===== config.mk =====
export PLATFORM = sky130hd
export DESIGN_NAME = park_gate_flat
export DESIGN_NICKNAME = d
export VERILOG_FILES = /design/src/rtl/park_gate_if.sv /design/src/rtl/park_gate.sv /design/src/flat_wrapper.sv
export SDC_FILE = /design/constraint.sdc
export NUM_CORES = 1
export LEC_CHECK = 0
export BUFFER_PORTS_ARGS = -buffer_cell sky130_fd_sc_hd__buf_2
export CORE_ASPECT_RATIO = 1.4
export CORE_MARGIN = 2
export CORE_UTILIZATION = 56
export DETAILED_ROUTE_END_ITERATION = 12
export PLACE_DENSITY = 0.87
export SYNTH_ARGS = -nofsm -noshare
export SYNTH_HDL_FRONTEND = slang
export SYNTH_SLANG_ARGS = --single-unit

===== constraint.sdc =====
create_clock -name clk -period 3.1 [get_ports clk]
set_input_delay 0.155 -clock clk [delete_from_list [all_inputs] [get_ports clk]]
set_output_delay 0.155 -clock clk [all_outputs]
set_load 0.1 [all_outputs]

===== src/rtl/park_gate_if.sv =====
// ---------------------------------------------------------------------------
// park_gate_if
//   Bundle between the parking access controller / lane sensors and the
//   barrier sequencer (park_gate).
//
//   Controller / lane side (master modport drives):
//     BS          entry grant pulse from the access controller
//     ent_sns     entry loop sensor, high while a vehicle is under the barrier
//     ext_req     exit request pulse
//     ext_sns     exit loop sensor, high while a vehicle is under the barrier
//   Sequencer side (slave modport drives):
//     gate_in     barrier open for entry
//     gate_out    barrier open for exit
//     occ         current lot occupancy
//     full        occ == CAP
//     grant_lost  one-cycle pulse, a BS grant was dropped
//     tmo         one-cycle pulse, barrier opened but no vehicle passed
// ---------------------------------------------------------------------------
interface park_gate_if #(
  parameter int CAP = 8
);
  localparam int OCC_W = $clog2(CAP + 1);

  logic             BS;
  logic             ent_sns;
  logic             ext_req;
  logic             ext_sns;
  logic             gate_in;
  logic             gate_out;
  logic [OCC_W-1:0] occ;
  logic             full;
  logic             grant_lost;
  logic             tmo;

  modport master (
    output BS, ent_sns, ext_req, ext_sns,
    input  gate_in, gate_out, occ, full, grant_lost, tmo
  );

  modport slave (
    input  BS, ent_sns, ext_req, ext_sns,
    output gate_in, gate_out, occ, full, grant_lost, tmo
  );
endinterface


===== src/rtl/park_gate.sv =====
// ---------------------------------------------------------------------------
// park_gate
//   Barrier sequencer sitting behind the parking access controller. A single
//   shared barrier is driven through open / vehicle-pass / close phases for
//   either an entry (triggered by the BS grant pulse) or an exit (triggered
//   by a latched exit request). Lot occupancy is tracked, and the block
//   reports full, timeout and dropped-grant conditions.
//
//   Parameters:
//     CAP        lot capacity in vehicles
//     OPEN_CYC   cycles the open barrier waits for a vehicle before timing out
//     CLOSE_CYC  barrier travel time in cycles (barrier busy meanwhile)
//
//   Ports:
//     clk        system clock, rising edge
//     reset      asynchronous, active-low reset
//     bus        park_gate_if.slave: BS, ent_sns, ext_req, ext_sns in;
//                gate_in, gate_out, occ, full, grant_lost, tmo out
// ---------------------------------------------------------------------------
module park_gate #(
  parameter int CAP       = 8,
  parameter int OPEN_CYC  = 10,
  parameter int CLOSE_CYC = 3
) (
  input  logic       clk,
  input  logic       reset,
  park_gate_if.slave bus
);

  localparam int OCC_W   = $clog2(CAP + 1);
  localparam int TMR_MAX = (OPEN_CYC > CLOSE_CYC) ? OPEN_CYC : CLOSE_CYC;
  // The timer only ever holds 0 .. TMR_MAX-1.
  localparam int TMR_W   = (TMR_MAX > 1) ? $clog2(TMR_MAX) : 1;

  localparam logic [TMR_W-1:0] OPEN_LAST  = TMR_W'(OPEN_CYC - 1);
  localparam logic [TMR_W-1:0] CLOSE_LAST = TMR_W'(CLOSE_CYC - 1);
  localparam logic [OCC_W-1:0] OCC_CAP    = OCC_W'(CAP);

  typedef enum logic [2:0] {
    ST_IDLE,
    ST_IN_OPEN,
    ST_IN_PASS,
    ST_OUT_OPEN,
    ST_OUT_PASS,
    ST_CLOSING
  } state_t;

  state_t           state_q;
  logic [TMR_W-1:0] tmr_q;
  logic [OCC_W-1:0] occ_q;
  logic             ext_pend_q;
  logic             ext_pend_d;
  logic             gate_in_q;
  logic             gate_out_q;
  logic             grant_lost_q;
  logic             tmo_q;

  logic             lot_full;
  logic             lot_empty;
  logic             entry_active;
  logic             start_exit;

  assign lot_full     = (occ_q == OCC_CAP);
  assign lot_empty    = (occ_q == '0);
  assign entry_active = (state_q == ST_IN_OPEN) || (state_q == ST_IN_PASS);

  // An entry grant always takes priority over a pending exit in IDLE, even
  // when that grant is dropped because the lot is full.
  assign start_exit   = (state_q == ST_IDLE) && !bus.BS && ext_pend_q && !lot_empty;

  // Exit requests are only worth remembering if a vehicle is (or is about to
  // be) inside the lot. Starting the exit consumes the request; a request
  // arriving on that very cycle is treated as part of the one being served.
  always_comb begin
    ext_pend_d = ext_pend_q;
    if (start_exit) begin
      ext_pend_d = 1'b0;
    end else if (bus.ext_req && (!lot_empty || entry_active)) begin
      ext_pend_d = 1'b1;
    end
  end

  always_ff @(posedge clk or negedge reset) begin
    if (!reset) begin
      ext_pend_q <= 1'b0;
    end else begin
      ext_pend_q <= ext_pend_d;
    end
  end

  // Barrier sequencer. Gate outputs are registered alongside the state so
  // they change on exactly the same edge as the state that implies them.
  always_ff @(posedge clk or negedge reset) begin
    if (!reset) begin
      state_q      <= ST_IDLE;
      tmr_q        <= '0;
      occ_q        <= '0;
      gate_in_q    <= 1'b0;
      gate_out_q   <= 1'b0;
      grant_lost_q <= 1'b0;
      tmo_q        <= 1'b0;
    end else begin
      grant_lost_q <= 1'b0;
      tmo_q        <= 1'b0;

      // Grants are never queued: outside IDLE, or with the lot full, they
      // are dropped and reported.
      if (bus.BS && ((state_q != ST_IDLE) || lot_full)) begin
        grant_lost_q <= 1'b1;
      end

      case (state_q)
        ST_IDLE: begin
          if (bus.BS) begin
            if (!lot_full) begin
              state_q   <= ST_IN_OPEN;
              tmr_q     <= '0;
              gate_in_q <= 1'b1;
            end
          end else if (start_exit) begin
            state_q    <= ST_OUT_OPEN;
            tmr_q      <= '0;
            gate_out_q <= 1'b1;
          end
        end

        ST_IN_OPEN: begin
          if (bus.ent_sns) begin
            state_q <= ST_IN_PASS;
          end else if (tmr_q == OPEN_LAST) begin
            tmo_q     <= 1'b1;
            gate_in_q <= 1'b0;
            state_q   <= ST_CLOSING;
            tmr_q     <= '0;
          end else begin
            tmr_q <= tmr_q + 1'b1;
          end
        end

        // Once a vehicle is on the loop it is waited for indefinitely; the
        // barrier must not come down on it.
        ST_IN_PASS: begin
          if (!bus.ent_sns) begin
            occ_q     <= occ_q + 1'b1;
            gate_in_q <= 1'b0;
            state_q   <= ST_CLOSING;
            tmr_q     <= '0;
          end
        end

        ST_OUT_OPEN: begin
          if (bus.ext_sns) begin
            state_q <= ST_OUT_PASS;
          end else if (tmr_q == OPEN_LAST) begin
            tmo_q      <= 1'b1;
            gate_out_q <= 1'b0;
            state_q    <= ST_CLOSING;
            tmr_q      <= '0;
          end else begin
            tmr_q <= tmr_q + 1'b1;
          end
        end

        ST_OUT_PASS: begin
          if (!bus.ext_sns) begin
            occ_q      <= occ_q - 1'b1;
            gate_out_q <= 1'b0;
            state_q    <= ST_CLOSING;
            tmr_q      <= '0;
          end
        end

        ST_CLOSING: begin
          if (tmr_q == CLOSE_LAST) begin
            state_q <= ST_IDLE;
            tmr_q   <= '0;
          end else begin
            tmr_q <= tmr_q + 1'b1;
          end
        end

        default: begin
          state_q    <= ST_IDLE;
          tmr_q      <= '0;
          gate_in_q  <= 1'b0;
          gate_out_q <= 1'b0;
        end
      endcase
    end
  end

  assign bus.gate_in    = gate_in_q;
  assign bus.gate_out   = gate_out_q;
  assign bus.occ        = occ_q;
  assign bus.full       = lot_full;
  assign bus.grant_lost = grant_lost_q;
  assign bus.tmo        = tmo_q;

endmodule


===== src/flat_wrapper.sv =====
// flat-port wrapper written by rule: the top's interface ports become plain ports
module park_gate_flat 
#(
  parameter int CAP       = 8,
  parameter int OPEN_CYC  = 10,
  parameter int CLOSE_CYC = 3
)
  (clk, reset, bus_BS, bus_ent_sns, bus_ext_req, bus_ext_sns, bus_gate_in, bus_gate_out, bus_occ, bus_full, bus_grant_lost, bus_tmo);
  park_gate_if #(.CAP(CAP)) bus_i ();
  input  logic clk;
  input  logic reset;
  input wire logic [$bits(bus_i.BS)-1:0] bus_BS;
  input wire logic [$bits(bus_i.ent_sns)-1:0] bus_ent_sns;
  input wire logic [$bits(bus_i.ext_req)-1:0] bus_ext_req;
  input wire logic [$bits(bus_i.ext_sns)-1:0] bus_ext_sns;
  output wire logic [$bits(bus_i.gate_in)-1:0] bus_gate_in;
  output wire logic [$bits(bus_i.gate_out)-1:0] bus_gate_out;
  output wire logic [$bits(bus_i.occ)-1:0] bus_occ;
  output wire logic [$bits(bus_i.full)-1:0] bus_full;
  output wire logic [$bits(bus_i.grant_lost)-1:0] bus_grant_lost;
  output wire logic [$bits(bus_i.tmo)-1:0] bus_tmo;
  assign bus_i.BS = bus_BS;
  assign bus_i.ent_sns = bus_ent_sns;
  assign bus_i.ext_req = bus_ext_req;
  assign bus_i.ext_sns = bus_ext_sns;
  assign bus_gate_in = bus_i.gate_in;
  assign bus_gate_out = bus_i.gate_out;
  assign bus_occ = bus_i.occ;
  assign bus_full = bus_i.full;
  assign bus_grant_lost = bus_i.grant_lost;
  assign bus_tmo = bus_i.tmo;
  park_gate #(.CAP(CAP), .OPEN_CYC(OPEN_CYC), .CLOSE_CYC(CLOSE_CYC)) u_core (.clk(clk), .reset(reset), .bus(bus_i));
endmodule

Word-level counts from Yosys, hierarchy flattened
Index checks and enable logic that the tools add are counted.
- add/sub/neg operators: 3
- mux-type cells: 41
- reductions and logical operators: 22
- bitwise logic cells: 2
- equality and inequality tests: 21
- operators with widths (cell ; count):
    $mux W4 ; 11
    $mux W3 ; 9
    $pmux W4 S6 ; 1
    $pmux W3 S6 ; 1
    $reduce_and A6 Y1 ; 3
    $ne A2 B2 Y1 const B ; 8
    $mux W1 ; 15
    $add A4 B1 Y4 const B ; 2
    $eq A4 B4 Y1 const B ; 2
    $pmux W1 S4 ; 2
    $pmux W4 S2 ; 1
    $eq A3 B2 Y1 const B ; 2
    $eq A3 B3 Y1 const B ; 2
    $ne A2 B1 Y1 const B ; 3
    $reduce_or A3 Y1 ; 2
    $logic_and A1 B1 Y1 ; 5
    $reduce_and A5 Y1 ; 1
    $eq A4 B2 Y1 const B ; 1
    $logic_not A4 Y1 ; 1
    $reduce_bool A2 Y1 ; 2
    $sub A4 B1 Y4 const B ; 1
    $eq A3 B1 Y1 const B ; 1
    $logic_not A3 Y1 ; 1
    $logic_or A1 B1 Y1 ; 3
    other kinds (7) ; 9
- register bits after elaboration: 16
- bits of input ports: 6
- output and inout port bits: 9

Logic depth before layout (Yosys ltp)
- depth after elaboration: 7
- gate-level depth with buffers: 10
- mapped depth without buffers: 8

Worst setup path before layout
Ideal clock, no wire load.
- path type: reg-to-reg
- start: register u_core.occ_q[0], in the netlist u_core.bus.occ[0]
- end: register u_core.gate_in_q, in the netlist u_core.bus.gate_in
- clock period less this slack: 2325 ps
- cell stages (with the launch flop): 6
- path slack: 775 ps
- arrival: 2205 ps
- cells stage by stage: dfrtp_1 nor3_1 nand2_1 inv_1 a21oi_1 o21ba_2
- longest elaborated chain between the ends: 3
- RTL lines (element ; RTL line ; source):
    from (decl) ; park_gate.sv:50 ; logic [OCC_W-1:0] occ_q;
    from (signal assigned) ; park_gate.sv:144 ; occ_q <= occ_q + 1'b1;
    from (signal assigned) ; park_gate.sv:166 ; occ_q <= occ_q - 1'b1;
    $eq A4 B4 Y1 ; park_gate.sv:63 ; assign lot_full = (occ_q == OCC_CAP);
    net bus_full ; flat_wrapper.sv:19 ; output wire logic [$bits(bus_i.full)-1:0] bus_full;
    $ne A2 B2 Y1 (no source line) ; n/a ;
    $reduce_and A6 Y1 (no source line) ; n/a ;
    to (signal assigned) ; park_gate.sv:98 ; gate_in_q <= 1'b0;
    to (signal assigned) ; park_gate.sv:118 ; gate_in_q <= 1'b1;
    to (signal assigned) ; park_gate.sv:132 ; gate_in_q <= 1'b0;
    to (decl) ; park_gate.sv:53 ; logic gate_in_q;
The timed path passes the listed nets, and every way through them passes these cells.
A chain may end at the register's enable or synchronous reset.

Worst setup path after layout
- start: register u_core.state_q[2]
- end: register u_core.occ_q[3], in the netlist u_core.bus.occ[3]
- longest elaborated chain between the ends: 3
- RTL lines (element ; RTL line ; source):
    from (decl) ; park_gate.sv:48 ; state_t state_q;
    from (signal assigned) ; park_gate.sv:95 ; state_q <= ST_IDLE;
    from (signal assigned) ; park_gate.sv:116 ; state_q <= ST_IN_OPEN;
    from (signal assigned) ; park_gate.sv:121 ; state_q <= ST_OUT_OPEN;
    $eq A3 B2 Y1 or $eq A3 B3 Y1 (tied branches) ; park_gate.sv:112 ; case (state_q)
    $ne A2 B2 Y1 (no source line) or $reduce_bool A2 Y1 (tied branches) ; n/a ;
    $reduce_and A3 Y1 (no source line) ; n/a ;
Several ways; a longest one is shown, not always the timed one.

==> summary.md <==
| Metric | Value |
|---|---|
| First-pass GRT wire length | 4.36 mm |
| Asr flop ratio synth | 1.00 |
| FF-to-FF path depth | 8 |
| PortBufs | 14 |
| Cell Count, Final, Fillers Out | 152 |
| Final #Nets | 144 |
| RSZ-0062 raised after global routing | false |
| Rows | 19 |
| Cell variety after synth | 44 |
| Largest cells by area after synthesis | dfrtp_1, ha_1, a21oi_1, xnor2_1, inv_1 |
| Gp weighted congestion | 0.860 |
| Outcome | finished clean |
| Req. time, crit path | 3.33 ns |
| Via count | 981 |
| Place WS | 0.703 ns |
| CTS buffer count | 3 |
| TritonCTS clock tree | done |
| Largest net degree at the start of global routing | 25 |
| #FFs+latches synth | 16 |
| Synth Instances | 118 |
| Die span in y | 57.9 um |
| CTS resizes | 0 |
| Seq/Total Area, Yosys | 0.344 |
| Worst Tran Pin Value | 0.699 ns |
| Clock slew at reported path FFs | 0.10 ns |
| Core area | 1970 um^2 |
| GRT Total Usage | 0.238 |
| Share of the synthesized area in the top cell type | 0.344 |
| DP HPWL | 1.88 mm |
| FF-to-FF setup slack | 0.69 ns |
| Pins Over Slew Limit | 0 |
| Min-Delay Path Class | input port to flop |
| Worst-Skew Late Latency | 0.30 ns |
| Met2 WL post-DR | 1.39 mm |
| Max-cap violations | 0 |
| TNS Setup | 0 ns |
| Avg Cell Area, Syn | 9.86 um^2 |
| FMAX | 0.415 GHz |
| Period minus WS final | 2.41 ns |
| Setup crit end | u_core.bus.occ[3]$_DFFE_PN0P_ |
| Crit path from | u_core.state_q[2]$_DFFE_PN0P_ |
| Wire length per cell | 16.7 um |
| Ports | 15 |
| Proportion of layout cells with a drive suffix above 1 | 0.244 |
| Top sig layer | met4 |
| Detailed Route WL | 2.53 mm |
| M1 WL | 977 um |
| Yosys top cell by area | dfrtp_1 |
| Root Buffer | clkbuf_4 |
| Die W | 42.5 um |
| Routed wl met3 | 56 um |
| Die area | 2460 um^2 |
| Filler cells | 171 |
| Final Hold Viols | 0 |
| Num Clock Sinks | 16 |
| Clock buffer depth | 2 |
| Post-route ant nets | 0 |
| Area delta synth->final | 10.1% |
| Relative slew slack | 0.534 |
| Clock skew | 0.00913 ns |
| Critical Path Start Type | flop |
| Total grt overflow | 0 |
| Worst path arrival time | 2.64 ns |
| Remaining DRCs | 0 |
| Ant. Diodes | 0 |
| Period Utilization, post-route | 0.777 |
| Routed vias/inst | 6.45 |
| RR Endpoint | u_core.bus.occ[3]$_DFFE_PN0P_ |
| 1st-iter DRT viols | 21 |
| CP endpoint kind | flop |
| Main synth FF type | dfrtp_1 |
| Placed insts | 147 |
| Setup Crit Path Kind | flop to flop |
| EDFF count, synth | 0 |
| Crit path setup slack, layout | 0.690 ns |
| H-tree depth | 1 |
| Cell area after synthesis | 1160 um^2 |
| Worst-path fanout max | 17 |
| Vias in the first global route | 976 |
| Final setup viols | 0 |
| Initial antenna violation count | 0 |
| Net count after synthesis | 130 |
| Initial core utilization | 0.590 |
| First-pass DRT Iterations | 4 |
| Yosys warns | 0 |
| Reg-to-reg critical path startpoint | u_core.state_q[2]$_DFFE_PN0P_ |
## through the flow
step           hold slack [ns]  area [um^2]   util
4_1_cts                 0.0847         1280  0.649
2_1_floorplan           -0.141         1160      -
5_1_grt                 0.0952         1280  0.649
3_3_place_gp            0.0835         1230  0.626
6_report                0.0893         1280  0.649
3_5_place_dp            0.0907         1230  0.626
## cell usage after synthesis (2+ instances only)
master / n
nor2b_1: 3
clkbuf_1: 2
nand3b_1: 2
nor4b_1: 3
nand2_1: 2
a21oi_1: 9
a21o_1: 3
dfrtp_1: 16
mux2_2: 3
o22ai_1: 2
nor3_1: 3
ha_1: 5
inv_1: 9
xnor2_1: 5
nor2_1: 6
and4bb_2: 2
o21ai_0: 4
a311o_1: 2
mux2i_1: 3
buf_2: 4
nor4_1: 2
nand2b_1: 3
nor3b_1: 4
## worst min path at each step
stage / slack (ns) / end / cells past startpoint / start
after floorplan: -0.14 / u_core.bus.gate_in$_DFFE_PN0P_ / 0 / reset
after global placement: 0.08 / u_core.bus.occ[2]$_DFFE_PN0P_ / 1 / reset
after detailed placement: 0.09 / u_core.bus.occ[1]$_DFFE_PN0P_ / 1 / reset
after CTS: 0.08 / u_core.ext_pend_q$_DFFE_PN0P_ / 3 / bus_ext_req
after global routing: 0.1 / u_core.ext_pend_q$_DFFE_PN0P_ / 3 / bus_ext_req
final: 0.09 / u_core.ext_pend_q$_DFFE_PN0P_ / 3 / bus_ext_req
## sequential cells by signal, indices dropped and copies added, names as in the netlist
name                   count
u_core.bus.occ             4
u_core.tmr_q               4
u_core.state_q             3
u_core.bus.gate_in         1
u_core.bus.gate_out        1
u_core.bus.grant_lost      1
u_core.bus.tmo             1
u_core.ext_pend_q          1
## worst max-delay path, stage by stage, from the launching register on
cell and delay [ns]:
dfrtp_1 0.72, inv_1 0.19, or3_1 0.38, inv_1 0.10, ha_1 0.23, a21o_1 0.18, a21oi_1 0.17, mux2i_1 0.23
xnor2_1 0.13
## timing repair
action	in CTS	in global routing
setup buffers	0	0
hold buffers	1	0
endpoints found under the hold margin	16	0
## metal layers
layer  up-vias  GRT usage
met5         -          0
met4         0      0.170
met3        10     0.0343
met2        24      0.424
met1       491      0.251
li1        456          -
## area by class of cell
| type | instances | area, um^2 | share of cell area |
|---|---|---|---|
| clock buffer | 4 | 36.3 | 0.0283 |
| inverter | 9 | 33.8 | 0.0264 |
| multi-input combinational | 86 | 697 | 0.544 |
| sequential | 16 | 400 | 0.312 |
| tap | 21 | 26.3 | 0.0205 |
| timing repair buffer | 16 | 87.6 | 0.0684 |
## placed cells by master, fill, tap and decap left out, types with 2 or more instances in the layout
cell type,instances
nand2_1,2
ha_1,5
nor3_1,3
a311o_1,2
clkbuf_4,3
nor4_1,2
nand3b_1,2
and4bb_2,2
nor3b_1,4
o21ai_0,4
xnor2_1,5
a21o_1,3
nor2_1,6
nor2b_1,3
dfrtp_1,16
nor4b_1,3
inv_1,9
mux2i_1,3
mux2_2,3
buf_2,14
nand2b_1,3
a21oi_1,9
o22ai_1,2
## logic make-up (layout without fill, tap and decap cells)
family	count (synthesis)	after routing	synth area share
AND/OR/NAND/NOR	35	35	0.200
buffers and inverters	16	29	0.0570
AO/OA/AOI/OAI	33	33	0.228
flip-flops	16	16	0.344
adder cells (fa/ha/maj)	6	6	0.0710
multiplexers	6	6	0.0548
XOR/XNOR	6	6	0.0452
Power is left out: the tool's default activity adds up to more than one toggle a clock period on the data nets, which glitch-free logic cannot reach.
